## src/rtl/mac_seq_ctrl_pkg.sv

```systemverilog
// Shared definitions for the MAC column-array sequencer: FSM state encoding,
// array instruction encodings and the key-load phase length.
package mac_seq_ctrl_pkg;

    typedef enum logic [2:0] {
        ST_IDLE  = 3'd0,
        ST_LOAD  = 3'd1,
        ST_GAP   = 3'd2,
        ST_EXEC  = 3'd3,
        ST_DRAIN = 3'd4,
        ST_FIN   = 3'd5
    } state_t;

    localparam logic [1:0] INST_NOP  = 2'b00;
    localparam logic [1:0] INST_LOAD = 2'b01;
    localparam logic [1:0] INST_EXEC = 2'b10;

    // Key capture runs two cycles longer than the column count.
    function automatic int load_len_f(input int c);
        return c + 2;
    endfunction

endpackage

```

## src/rtl/mac_seq_issue.sv

```systemverilog
// SRAM read issue path: address counter plus the one-cycle instruction delay
// that aligns inst with the data returned by the 1-cycle-latency SRAM.
module mac_seq_issue
    import mac_seq_ctrl_pkg::*;
#(
    parameter int addr_w = 5
) (
    input  logic              clk,
    input  logic              reset,
    input  logic              clr_i,
    input  logic              issue_i,
    input  logic              kind_i,
    output logic              mem_cen_o,
    output logic [addr_w-1:0] mem_addr_o,
    output logic [1:0]        inst_o
);

    logic [addr_w-1:0] addr_q, addr_d;
    logic [1:0]        inst_q, inst_d;

    always_comb begin
        addr_d = addr_q;
        inst_d = INST_NOP;
        if (clr_i) begin
            addr_d = '0;
        end else if (issue_i) begin
            addr_d = addr_q + addr_w'(1);
        end
        if (issue_i) begin
            inst_d = kind_i ? INST_EXEC : INST_LOAD;
        end
    end

    always_ff @(posedge clk) begin
        if (reset) begin
            addr_q <= '0;
            inst_q <= INST_NOP;
        end else begin
            addr_q <= addr_d;
            inst_q <= inst_d;
        end
    end

    assign mem_cen_o  = ~issue_i;
    assign mem_addr_o = addr_q;
    assign inst_o     = inst_q;

endmodule

```

## src/rtl/mac_seq_ctrl.sv

```systemverilog
// Pass sequencer for the MAC column array: key load, gap, query execute with
// output-FIFO backpressure, drain, done. MAC_SEQ_PERF_EN adds the stall counter.
module mac_seq_ctrl
    import mac_seq_ctrl_pkg::*;
#(
    parameter int col    = 8,
    parameter int num_q  = 8,
    parameter int addr_w = 5
) (
    input  logic              clk,
    input  logic              reset,
    input  logic              start,
    input  logic              ofifo_full,
    output logic              mem_cen,
    output logic              mem_sel,
    output logic [addr_w-1:0] mem_addr,
    output logic [1:0]        inst,
    output logic              busy,
    output logic              done,
    output logic [15:0]       stall_cnt
);

    localparam int LOAD_LEN = load_len_f(col);
    localparam int DRN_W    = $clog2(col + 1) + 1;

    state_t             state_q, state_d;
    logic [DRN_W-1:0]   drn_q, drn_d;
    logic               issue, kind, clr;

    always_comb begin
        state_d = state_q;
        drn_d   = drn_q;
        issue   = 1'b0;
        kind    = 1'b0;
        clr     = 1'b0;
        unique case (state_q)
            ST_IDLE: begin
                if (start) begin
                    state_d = ST_LOAD;
                    clr     = 1'b1;
                end
            end
            ST_LOAD: begin
                issue = 1'b1;
                if (mem_addr == addr_w'(LOAD_LEN - 1)) state_d = ST_GAP;
            end
            ST_GAP: begin
                clr     = 1'b1;
                state_d = ST_EXEC;
            end
            ST_EXEC: begin
                kind  = 1'b1;
                drn_d = '0;
                if (!ofifo_full) begin
                    issue = 1'b1;
                    if (mem_addr == addr_w'(num_q - 1)) state_d = ST_DRAIN;
                end
            end
            // Done lands col+2 cycles after the final query issue.
            ST_DRAIN: begin
                drn_d = drn_q + DRN_W'(1);
                if (drn_q == DRN_W'(col)) state_d = ST_FIN;
            end
            ST_FIN:  state_d = ST_IDLE;
            default: state_d = ST_IDLE;
        endcase
    end

    always_ff @(posedge clk) begin
        if (reset) begin
            state_q <= ST_IDLE;
            drn_q   <= '0;
        end else begin
            state_q <= state_d;
            drn_q   <= drn_d;
        end
    end

    mac_seq_issue #(
        .addr_w (addr_w)
    ) u_issue (
        .clk        (clk),
        .reset      (reset),
        .clr_i      (clr),
        .issue_i    (issue),
        .kind_i     (kind),
        .mem_cen_o  (mem_cen),
        .mem_addr_o (mem_addr),
        .inst_o     (inst)
    );

    assign mem_sel = kind;
    assign busy    = (state_q != ST_IDLE);
    assign done    = (state_q == ST_FIN);

`ifdef MAC_SEQ_PERF_EN
    logic [15:0] stall_q;

    always_ff @(posedge clk) begin
        if (reset) begin
            stall_q <= '0;
        end else if (state_q == ST_IDLE && start) begin
            stall_q <= '0;
        end else if (state_q == ST_EXEC && ofifo_full && stall_q != 16'hFFFF) begin
            stall_q <= stall_q + 16'd1;
        end
    end

    assign stall_cnt = stall_q;
`else
    assign stall_cnt = '0;
`endif

endmodule

```

## config.mk

```make
export PLATFORM = sky130hd
export DESIGN_NAME = mac_seq_ctrl
export DESIGN_NICKNAME = d
export VERILOG_FILES = /design/src/rtl/mac_seq_ctrl_pkg.sv /design/src/rtl/mac_seq_issue.sv /design/src/rtl/mac_seq_ctrl.sv
export SDC_FILE = /design/constraint.sdc
export NUM_CORES = 1
export LEC_CHECK = 0
export CORE_MARGIN = 2
export CORE_UTILIZATION = 40
export CTS_CLUSTER_DIAMETER = 80
export DETAILED_ROUTE_END_ITERATION = 10
export GPL_ROUTABILITY_DRIVEN = 0
export PLACE_DENSITY = 0.71
export SLEW_MARGIN = 30
export SYNTH_ARGS = -nofsm -noshare
export SYNTH_HDL_FRONTEND = slang
export SYNTH_HIERARCHICAL = 1
export SYNTH_SLANG_ARGS = --single-unit
```

## constraint.sdc

```tcl
create_clock -name clk -period 1.7 [get_ports clk]
set_clock_uncertainty 0.1 [all_clocks]
set_input_delay 0.17 -clock clk [delete_from_list [all_inputs] [get_ports clk]]
set_output_delay 0.17 -clock clk [all_outputs]
set_load 0.02 [all_outputs]
```

==> impl_metrics.toml <==
[status]
status = "complete, no violations"

[clocking]
cts_sinks = 15
ctsLongestPathBuffers = 2
clkLatencyLatePin_ps = 280
root_buffer = "clkbuf_4"
cts_hold_buf = 0
path_clk_slew_ps = 100
cts_buffers = 3
cts_htree_levels = 1
cts_tree = "built"

[route]
drt_wl_total_mm = 1.83
dr.first_iter.drc_count = 9
firstDrtPassIters = 4
detail_route.wl_per_cell_um = 11.5
vias = 761
routed_via_density = 4.79
ant_nets = 0
drc_errors = 0

[place]
io_buffers = 14
hpwl_mm = 1.47

[synth]
syn_area_um2 = 941
yosys_register_bits = 15
async_flop_share_pct = 0
seq_area_frac_synth_pct = 31.9
synth_cell_types = 43
synth_edf_count = 0
yosys_most_used_dff = "dfxtp_1"
yosys_warnings = 6
synth_cells = 106
syn_area_per_cell_um2 = 8.88

[critical_path]
reg2reg_to = "drn_q[4]"
r2r_slack_ps = 70
worstPathCellList = "or3_2 > clkdlybuf4s15_2"
crit_slowest_cell = "or3_2"
path_class = "register to output port"
r2r_start = "state_q[2]"
cpPeakStageDelay_ps = 470
critPathTopFamily = "simple AND/OR/NAND/NOR gates"
path_max_fanout = 7
start_kind = "register"
end_kind = "output port"
path_buf_inv = 1
cp.required_ps = 1430
cp.arrival_ps = 1370
worst_r2r_path_depth = 4

[final_layout]
final_util_pct = 51.8
multi_input_area_um2 = 534
diodes = 0
layout.area.seq_um2 = 303
drive_gt1_share_pct = 23.7
syn2layout_area_growth_pct = 21.7
final_nets = 139
layout_common_cells = "conb_1 (16), dfxtp_1 (13), buf_4 (12), nor2_1 (8), clkdlybuf4s50_1 (7)"
fill_cells = 224
layout_commonest_cell = "conb_1"

[timing]
slew_violations = 0
timing.hold.ws_ps = 433
hold_violations = 0
period_share_pct = 96.4
setup_violations = 0
period_minus_slack_ps = 1640
rsz0062_at_grt = "false"
fmax_mhz = 610

[global_route]
grt_overflow = 0
grt_pass1_wl_mm = 2.88
grt_pass1_vias = 681
gr-usage-all-layers_pct = 14.1
grt_max_degree = 11
grt_antenna_before_repair = 0

[floorplanning]
core_area_um2 = 2210
die_area_um2 = 2760
chipWidth_um = 52.5
die_y_um = 52.5
start_util_pct = 42.5
pin_count = 31
num_rows = 17

[power_and_ir_drop]
powerDensity_nw_per_um2 = 600
p_leak_uw = 0.000546
vdd_drop_max_v = 0.000396

[worst_hold_path]
holdPathEnd = "drn_q[3]"
hold_class = "register to register"
worstHoldStart = "drn_q[3]"
min_path_cells = 2

[run]
maxCapViolCount = 0
[worst min-delay path, stage by stage (launching register included)]
cell and delay, ps:
dfxtp_1 340, o211ai_1 90, a21oi_1 60
[synth_stat cells (2+ instances only)]
cell type / number / area, um2
o211ai_1: 2 / 15.0
nand2_1: 4 / 15.0
dfxtp_1: 15 / 300
buf_4: 16 / 120
or3_1: 2 / 12.5
ha_1: 3 / 37.5
nor3_1: 4 / 20.0
nand3_1: 2 / 10.0
nor4_1: 2 / 12.5
nor3b_1: 5 / 37.5
nor2_1: 8 / 30.0
inv_1: 3 / 11.3
nand4_2: 2 / 25.0
nand3b_1: 2 / 15.0
buf_6: 2 / 22.5
a21oi_1: 7 / 35.0
[through the flow]
step | setup TNS (ps) | cell area [um2] | std cells | worst slack [ps] | total power, uW
5_1_grt | 0 | 1140 | 159 | 1.47 | 718
3_5_place_dp | -41.1 | 1100 | 154 | -32.0 | 486
6_report | 0 | 1140 | 159 | 60.5 | 687
2_1_floorplan | 0 | 997 | 121 | 114 | 474
3_3_place_gp | -24.5 | 1100 | 154 | -24.5 | 485
4_1_cts | 0 | 1140 | 158 | 19.0 | 690
[logic make-up (layout without fill, tap and decap cells)]
family	Yosys count	count (layout)	synth area share [%]
and+or+nand+nor	42	42	28.9
buffers and inverters	24	34	17.7
AOI/OAI and AO/OA	17	17	12.4
DFF	15	15	31.9
adders and majority gates	3	3	3.99
muxes	3	3	3.86
other	1	16	0.399
xor gates and xnor gates	1	1	0.931
[flip-flops by register name (all words and copies together), names as in the netlist]
register,flops
drn_q,5
state_q,3
u_issue/inst_o,2
u_issue/mem_addr_o,5
[worst max-delay path by stage]
stage                from                    end  slack [ps]  cells after the start
3_3_place_gp   ofifo_full                mem_cen         -20                      4
3_5_place_dp   state_q[0]                mem_cen         -30                      4
5_1_grt        state_q[2]               drn_q[4]           1                      4
4_1_cts        state_q[2]                mem_sel          20                      4
6_report       state_q[1]                   busy          60                      2
2_1_floorplan  state_q[0]  u_issue/mem_addr_o[4]         110                      6
[layout make-up]
type | instances | share of cell area, %
Multi-Input combinational cell | 82 | 46.7
Tap cell | 28 | 3.06
Sequential cell | 15 | 26.4
Timing Repair Buffer | 26 | 20.1
Clock buffer | 3 | 1.97
Inverter | 4 | 1.31
Clock inverter | 1 | 0.437
[timing repair]
| item | CTS | global route |
|---|---|---|
| buffers inserted | 0 | 1 |
| resized for setup | 12 | 4 |
| endpoints found under the setup margin | 7 | 5 |
[where the power goes]
part	internal (uW)	switching (uW)	total, uW
registers	357	5.95	363
clock network	87.2	118	205
logic	45.9	72.4	118
total	490	197	687
[layer usage]
layer  global-route usage (%)  up-vias  wire (um)
met3                     3.71        0         65
met1                     16.0      349        808
met5                        0        -          0
met2                     26.3       14        953
met4                     2.56        0          0
li1                         -      398          -
(Power assumes the default switching activity.)
